### src/rtl/result_if.sv
// Result reader bus: synchronous memory read port plus valid/ready output stream.
// The reader takes the master side; the memory and consumer take the slave side.
interface result_if #(
    parameter int DATA_W = 24,
    parameter int ADDR_W = 4
) ();
    logic [ADDR_W-1:0] mem_addr;
    logic              mem_rd_en;
    logic [DATA_W-1:0] mem_rdata;
    logic [DATA_W-1:0] out_data;
    logic              out_valid;
    logic              out_ready;

    modport master (
        output mem_addr, mem_rd_en, out_data, out_valid,
        input  mem_rdata, out_ready
    );

    modport slave (
        input  mem_addr, mem_rd_en, out_data, out_valid,
        output mem_rdata, out_ready
    );
endinterface

### src/rtl/result_reader.sv
// Streams result words 0..count-1 from the result memory onto a valid/ready port.
// Each entry costs one read cycle, one capture cycle and at least one hold cycle.
//
// state   | meaning
// --------+-------------------------------------------------------------
// IDLE    | waiting for start; count is latched and clamped on start
// FETCH   | mem_rd_en high for this cycle only, at mem_addr
// CAPTURE | read data arrives; registered into out_data at cycle end
// HOLD    | out_valid high, out_data frozen until out_ready
// DONE    | one-cycle done pulse, then back to IDLE
module result_reader #(
    parameter int DATA_W = 24,
    parameter int ADDR_W = 4
) (
    input  logic              clk,
    input  logic              reset,
    input  logic              start,
    input  logic [ADDR_W:0]   count,
    result_if.master          bus,
    output logic              busy,
    output logic              done
);
    localparam logic [ADDR_W:0]   DEPTH    = (ADDR_W+1)'(1 << ADDR_W);
    localparam logic [ADDR_W:0]   ONE_CNT  = (ADDR_W+1)'(1);
    localparam logic [ADDR_W-1:0] ONE_ADDR = ADDR_W'(1);

    typedef enum logic [2:0] {
        S_IDLE,
        S_FETCH,
        S_CAPTURE,
        S_HOLD,
        S_DONE
    } state_t;

    state_t            state;
    logic [ADDR_W-1:0] index;
    logic [ADDR_W:0]   count_q;
    logic [ADDR_W:0]   count_clamped;
    logic              is_last;

    assign count_clamped = (count > DEPTH) ? DEPTH : count;
    assign is_last       = ({1'b0, index} == (count_q - ONE_CNT));

    always_ff @(posedge clk or posedge reset) begin
        if (reset) begin
            state         <= S_IDLE;
            index         <= '0;
            count_q       <= '0;
            bus.mem_addr  <= '0;
            bus.mem_rd_en <= 1'b0;
            bus.out_data  <= '0;
            bus.out_valid <= 1'b0;
            busy          <= 1'b0;
            done          <= 1'b0;
        end else begin
            case (state)
                S_IDLE: begin
                    if (start) begin
                        count_q <= count_clamped;
                        busy    <= 1'b1;
                        if (count_clamped == '0) begin
                            state <= S_DONE;
                            done  <= 1'b1;
                        end else begin
                            state         <= S_FETCH;
                            index         <= '0;
                            bus.mem_addr  <= '0;
                            bus.mem_rd_en <= 1'b1;
                        end
                    end
                end
                S_FETCH: begin
                    bus.mem_rd_en <= 1'b0;
                    state         <= S_CAPTURE;
                end
                S_CAPTURE: begin
                    bus.out_data  <= bus.mem_rdata;
                    bus.out_valid <= 1'b1;
                    state         <= S_HOLD;
                end
                S_HOLD: begin
                    if (bus.out_ready) begin
                        bus.out_valid <= 1'b0;
                        if (is_last) begin
                            state <= S_DONE;
                            done  <= 1'b1;
                        end else begin
                            index         <= index + ONE_ADDR;
                            bus.mem_addr  <= bus.mem_addr + ONE_ADDR;
                            bus.mem_rd_en <= 1'b1;
                            state         <= S_FETCH;
                        end
                    end
                end
                S_DONE: begin
                    done  <= 1'b0;
                    busy  <= 1'b0;
                    state <= S_IDLE;
                end
                default: begin
                    state         <= S_IDLE;
                    bus.mem_rd_en <= 1'b0;
                    bus.out_valid <= 1'b0;
                    busy          <= 1'b0;
                    done          <= 1'b0;
                end
            endcase
        end
    end
endmodule

### src/flat_wrapper.sv
// flat-port wrapper written by rule: the top's interface ports become plain ports
module result_reader_flat 
#(
    parameter int DATA_W = 24,
    parameter int ADDR_W = 4
)
  (clk, reset, start, count, busy, done, bus_mem_addr, bus_mem_rd_en, bus_out_data, bus_out_valid, bus_mem_rdata, bus_out_ready);
  result_if #(.DATA_W(DATA_W), .ADDR_W(ADDR_W)) bus_i ();
  input  logic clk;
  input  logic reset;
  input  logic start;
  input  logic [ADDR_W:0] count;
  output logic busy;
  output logic done;
  output wire logic [$bits(bus_i.mem_addr)-1:0] bus_mem_addr;
  output wire logic [$bits(bus_i.mem_rd_en)-1:0] bus_mem_rd_en;
  output wire logic [$bits(bus_i.out_data)-1:0] bus_out_data;
  output wire logic [$bits(bus_i.out_valid)-1:0] bus_out_valid;
  input wire logic [$bits(bus_i.mem_rdata)-1:0] bus_mem_rdata;
  input wire logic [$bits(bus_i.out_ready)-1:0] bus_out_ready;
  assign bus_mem_addr = bus_i.mem_addr;
  assign bus_mem_rd_en = bus_i.mem_rd_en;
  assign bus_out_data = bus_i.out_data;
  assign bus_out_valid = bus_i.out_valid;
  assign bus_i.mem_rdata = bus_mem_rdata;
  assign bus_i.out_ready = bus_out_ready;
  result_reader #(.DATA_W(DATA_W), .ADDR_W(ADDR_W)) u_core (.clk(clk), .reset(reset), .start(start), .count(count), .bus(bus_i), .busy(busy), .done(done));
endmodule
### config.mk
export PLATFORM = sky130hd
export DESIGN_NAME = result_reader_flat
export DESIGN_NICKNAME = d
export VERILOG_FILES = /design/src/rtl/result_if.sv /design/src/rtl/result_reader.sv /design/src/flat_wrapper.sv
export SDC_FILE = /design/constraint.sdc
export NUM_CORES = 1
export LEC_CHECK = 0
export BUFFER_PORTS_ARGS = -buffer_cell sky130_fd_sc_hd__buf_2
export CAP_MARGIN = 20
export CORE_MARGIN = 2
export CORE_UTILIZATION = 40
export CTS_CLUSTER_DIAMETER = 30
export CTS_CLUSTER_SIZE = 20
export DETAILED_ROUTE_END_ITERATION = 10
export PLACE_DENSITY = 0.75
export SETUP_SLACK_MARGIN = 0.4
export SLEW_MARGIN = 20
export SYNTH_ARGS = -nofsm -noshare
export SYNTH_HDL_FRONTEND = slang
export SYNTH_SLANG_ARGS = --single-unit
### constraint.sdc
create_clock -name clk -period 3.5 [get_ports clk]
set_clock_uncertainty 0.1 [all_clocks]
set_input_delay 0.525 -clock clk [delete_from_list [all_inputs] [get_ports clk]]
set_output_delay 0.525 -clock clk [all_outputs]
set_load 0.01 [all_outputs]
* Yosys cells after proc, flatten, opt, wreduce, memory -nomap -nowiden
Cells that the tools add are included.
Storage, ports and cells: bits in registers 44, output and inout bits 32, logic and storage cells 70
Cells by class: $add $sub $neg 3, order comparisons 1, eq/ne operators 11, multiplexer cells 28, bitwise gates (word level) 4, reductions and logical operators 14
Operator list (number):
- $mux 4 | 6
- $pmux 4 s2 | 2
- $reduce_and 5->1 | 3
- $mux 3 | 4
- $pmux 3 s4 | 1
- $mux 1 | 10
- $pmux 1 s3 | 3
- $add 4x1->4 const B | 2
- $ne 2x2->1 const B | 4
- $reduce_and 2->1 | 4
- $eq 3x2->1 const B | 2
- $reduce_or 3->1 | 2
- $eq 4x5->1 | 1
- $gt 5x5->1 const B | 1
- $logic_not 5->1 | 1
- $mux 5 | 1
- $sub 5x1->5 const B | 1
- $ne 2x1->1 const B | 2
- $not 1->1 | 4
- $reduce_or 2->1 | 2
- $eq 3x1->1 const B | 1
- $eq 3x3->1 const B | 1
- $logic_not 3->1 | 1
- $pmux 1 s2 | 1
- $reduce_bool 2->1 | 1

* Depth between registers and ports, before layout
depth in word-level cells 6, mapped depth 7

* Worst setup path before layout
No wires, ideal clock.
path type reg2reg, from register u_core.count_q[0], to register u_core.bus.mem_addr[1], arrival 1789 ps, setup slack 1529 ps, cell stages (with the launch flop) 8, buffers on the path 0, path through dfrtp_1 > inv_1 > ha_1 > nand3b_1 > a21oi_1 > o311a_4 > or4_4 > o22ai_1
Between the ends: word-level cells in the longest chain between the ends 4
RTL lines:
- from (decl) | RTL line result_reader.sv:37 | logic [ADDR_W:0] count_q;
- from (signal assigned) | RTL line result_reader.sv:59 | count_q <= count_clamped;
- $sub 5x1->5 | RTL line result_reader.sv:42 | assign is_last = ({1'b0, index} == (count_q - ONE_CNT));
- $eq 4x5->1 | RTL line result_reader.sv:42
- $ne 2x2->1 (no source line)
- $reduce_and 5->1 (no source line)
- to (signal assigned) | RTL line result_reader.sv:89 | bus.mem_addr <= bus.mem_addr + ONE_ADDR;
- to (decl) | RTL line result_if.sv:15 | output mem_addr, mem_rd_en, out_data, out_valid,
No other way between the ends. A chain may end at the register's enable or synchronous reset.

* Worst setup path after layout
from register u_core.count_q[0], to register u_core.index[1]
Between the ends: word-level cells in the longest chain between the ends 4
RTL lines:
- $sub 5x1->5 | RTL line result_reader.sv:42
- $eq 4x5->1 | RTL line result_reader.sv:42
- $ne 2x2->1 (no source line)
- $reduce_and 5->1 (no source line)
- to (signal assigned) | RTL line result_reader.sv:88 | index <= index + ONE_ADDR;
- to (decl) | RTL line result_reader.sv:36 | logic [ADDR_W-1:0] index;
No other way between the ends.

==> results.py <==
metrics = {
    "status": {
        "run_status": "finished clean",
    },
    "clocking": {
        "post_cts_buffers": 0,
        "insertion_delay_ns": 0.30,
        "post_cts_resized": 0,
        "cts_buffer_depth": 2,
        "cts_tree": "yes",
        "holdBufCountCts": 0,
        "numCtsBuffers": 5,
        "htreeDepth": 2,
        "numClockSinks": 44,
        "cts_root_buffer": "clkbuf_8",
        "clkSlewWorstSetupHoldPaths_ns": 0.08,
    },
    "floorplan": {
        "die-area_sq_um": 5600,
        "initial_core_util_pct": 41.9,
        "rows": 25,
        "die_w_um": 74.8,
        "coreArea_sq_um": 4790,
        "ios": 65,
        "die_h_um": 74.8,
    },
    "synthesis": {
        "synth_cell_types": 32,
        "yosysMostFrequentCell": "dfrtp_1",
        "synthAdderAreaFrac_pct": 1.87,
        "synth_area_sq_um": 2010,
        "synth_fp_nets": 210,
        "synth_area_per_cell_sq_um": 11.5,
        "synth_compound_area_share_pct": 7.74,
        "syn_inst": 174,
        "synth_top_family_by_area": "multiplexers",
        "synthTopCellsByArea": "dfrtp_1, mux2_2, nand2_1, mux2i_1, inv_1",
        "synthArstFlopShare_pct": 100,
        "synthFlopType": "dfrtp_1",
        "yosys.area_share.simple_pct": 13.7,
        "synthTopCellsByCount": "dfrtp_1, mux2_2, nand2_1, inv_1, o21ai_0",
        "synth_top_area_share_pct": 54.9,
        "yosys.area_share.xor_xnor_pct": 2.18,
        "yosys.area.top_type": "dfrtp_1",
        "ys_ff_latch": 44,
        "ys_warn_count": 0,
        "yosysSeqAreaShare_pct": 54.9,
        "synth-edff-count": 0,
        "muxShareOfSynthArea_pct": 16.5,
    },
    "final_layout": {
        "num_antenna_cells": 0,
        "final_area_sq_um": 2490,
        "fin_nets": 277,
        "fillerInstances": 449,
        "drive_gt1_share_pct": 41.3,
        "areaGrowthSynthToFinish_pct": 24.4,
        "final_cells": 309,
    },
    "timing": {
        "drv_slew": 0,
        "fin_crit_sh_pct": 61.1,
        "tns_ns": 0,
        "relSlewSlack_pct": 31.7,
        "holdWs_ns": 0.240,
        "rsz0062_at_grt": "no",
        "worst_pin_slew_ns": 1.02,
        "finalHoldViolations": 0,
        "fmax_ghz": 0.468,
        "setup-violations-final": 0,
        "period_needed_ns": 2.14,
        "setup_ws_ns": 1.36,
    },
    "min_path": {
        "hold_path.class": "primary input to async pin",
    },
    "global_route": {
        "grt_pass1_wl_um": 6520,
        "antenna_found_initial": 0,
        "grtUsageTotal_pct": 15.8,
        "grt_overflow": 0,
        "first_global_vias": 1446,
        "grt_start_max_net_pins": 45,
    },
    "power": {
        "leakagePower_nw": 1.17,
        "p_per_area_nw_per_um2": 897,
        "peakVddDrop_v": 0.000408,
    },
    "place": {
        "dp.cells": 301,
        "placed_area_sq_um": 2400,
        "post-dp-hpwl_um": 2940,
        "dpl_worst_slack_ns": 1.38,
        "gp_congestion": 0.860,
        "io_buffers": 64,
    },
    "drt": {
        "wl_per_cell_um": 12.7,
        "routed_wl_um": 3920,
        "firstDrtPassIters": 4,
        "vias": 1493,
        "drc": 0,
        "drt-initial-drc-count": 71,
        "ant_nets": 0,
        "post_drt_via_cell_ratio": 4.83,
    },
    "setup_path": {
        "r2r-end": "u_core.index[1]",
        "path_class": "flop to flop",
        "ff2ff_setup_slack_ns": 1.36,
        "r2r-start": "u_core.count_q[0]",
        "cp-start-kind": "flop",
        "crit_arrival_ns": 2.25,
        "critPathMaxFanout": 9,
        "crit_path_end_kind": "flop",
        "r2r_cells": 7,
        "required_ns": 3.62,
        "startpoint": "u_core.count_q[0]",
        "worstSetupEndpoint": "u_core.index[1]",
    },
    "job": {
        "drv_cap": 0,
    },
}
-- sequential cells by signal, indices dropped and copies added (netlist names) --
signal / count
u_core.done: 1
u_core.count_q: 5
u_core.bus.mem_addr: 4
u_core.bus.out_data: 24
u_core.bus.out_valid: 1
u_core.busy: 1
u_core.bus.mem_rd_en: 1
u_core.state: 3
u_core.index: 4
-- metal layers --
layer  routed length [um]  GRT usage, %  vias up
met4                   97          9.52        0
met5                    0             0        -
met3                  184          3.21        7
met1                 1810          19.6      702
met2                 1830          25.5       42
li1                     -             -      742
-- cell families (layout without fill, tap and decap cells) --
| kind of cell | Yosys count | in the layout |
|---|---|---|
| buffers and inverters | 16 | 84 |
| and+or+nand+nor | 52 | 52 |
| xor gates and xnor gates | 5 | 5 |
| adders and majority gates | 3 | 3 |
| DFF | 44 | 44 |
| muxes | 30 | 30 |
| AOI/OAI and AO/OA | 24 | 24 |
-- critical path, cell delays in order (launching register included) --
cell	delay [ns]
dfrtp_1	0.43
inv_1	0.08
ha_1	0.21
nand3b_1	0.12
a21oi_1	0.07
o311a_4	0.42
or4_4	0.46
o22ai_1	0.16
-- worst min-delay path by stage --
| stage | end | slack [ns] | cells past startpoint | from |
|---|---|---|---|---|
| after floorplan | u_core.count_q[1] | 0.37 | 2 | u_core.count_q[1] |
| after global placement | u_core.bus.out_data[0] | 0.39 | 1 | u_core.bus.out_data[0] |
| after detailed placement | u_core.bus.out_data[21] | 0.39 | 1 | u_core.bus.out_data[21] |
| after CTS | u_core.bus.out_data[8] | 0.27 | 3 | reset |
| after global routing | u_core.bus.out_data[8] | 0.29 | 3 | reset |
| final | u_core.bus.out_data[8] | 0.24 | 3 | reset |
-- cells in the final DEF (no fill, tap or decap), types with 2 or more instances in the layout --
master | synthesis | final
a211oi_1 | 2 | 2
dfrtp_1 | 44 | 44
nand2_1 | 18 | 18
clkbuf_8 | 0 | 6
nand2b_1 | 6 | 6
inv_1 | 11 | 10
xor2_1 | 2 | 2
o22ai_1 | 3 | 3
nand3b_1 | 3 | 3
a21oi_1 | 6 | 6
mux2i_1 | 6 | 6
mux2_2 | 24 | 24
buf_2 | 3 | 64
ha_1 | 3 | 3
nor2_1 | 7 | 7
o21ai_0 | 8 | 8
xnor2_1 | 3 | 3
nand3_1 | 6 | 6
nor3_1 | 4 | 4
-- per-stage QoR --
stage | power (W) | utilization, %
after floorplan | 0.00161 | -
after global placement | 0.00189 | 50.2
after detailed placement | 0.00194 | 50.2
after CTS | 0.00227 | 52.1
after global routing | 0.00243 | 52.1
final | 0.00224 | 52.1
-- power breakdown --
group          switching [W]  total [W]  leakage (nW)  internal, W
Combinational       0.000471   0.000972         0.610     0.000500
Clock               0.000166   0.000327        0.0445     0.000160
Sequential          0.000184   0.000939         0.520     0.000755
-- final cells by class --
| cell class | instances | area, sq um | share of cell area [%] |
|---|---|---|---|
| Clock buffer | 7 | 86.3 | 3.46 |
| Clock inverter | 1 | 7.51 | 0.301 |
| Inverter | 11 | 41.3 | 1.65 |
| Multi-Input combinational cell | 114 | 847 | 34.0 |
| Sequential cell | 44 | 1100 | 44.1 |
| Tap cell | 67 | 83.8 | 3.36 |
| Timing Repair Buffer | 65 | 328 | 13.1 |
(Power assumes the default switching activity.)
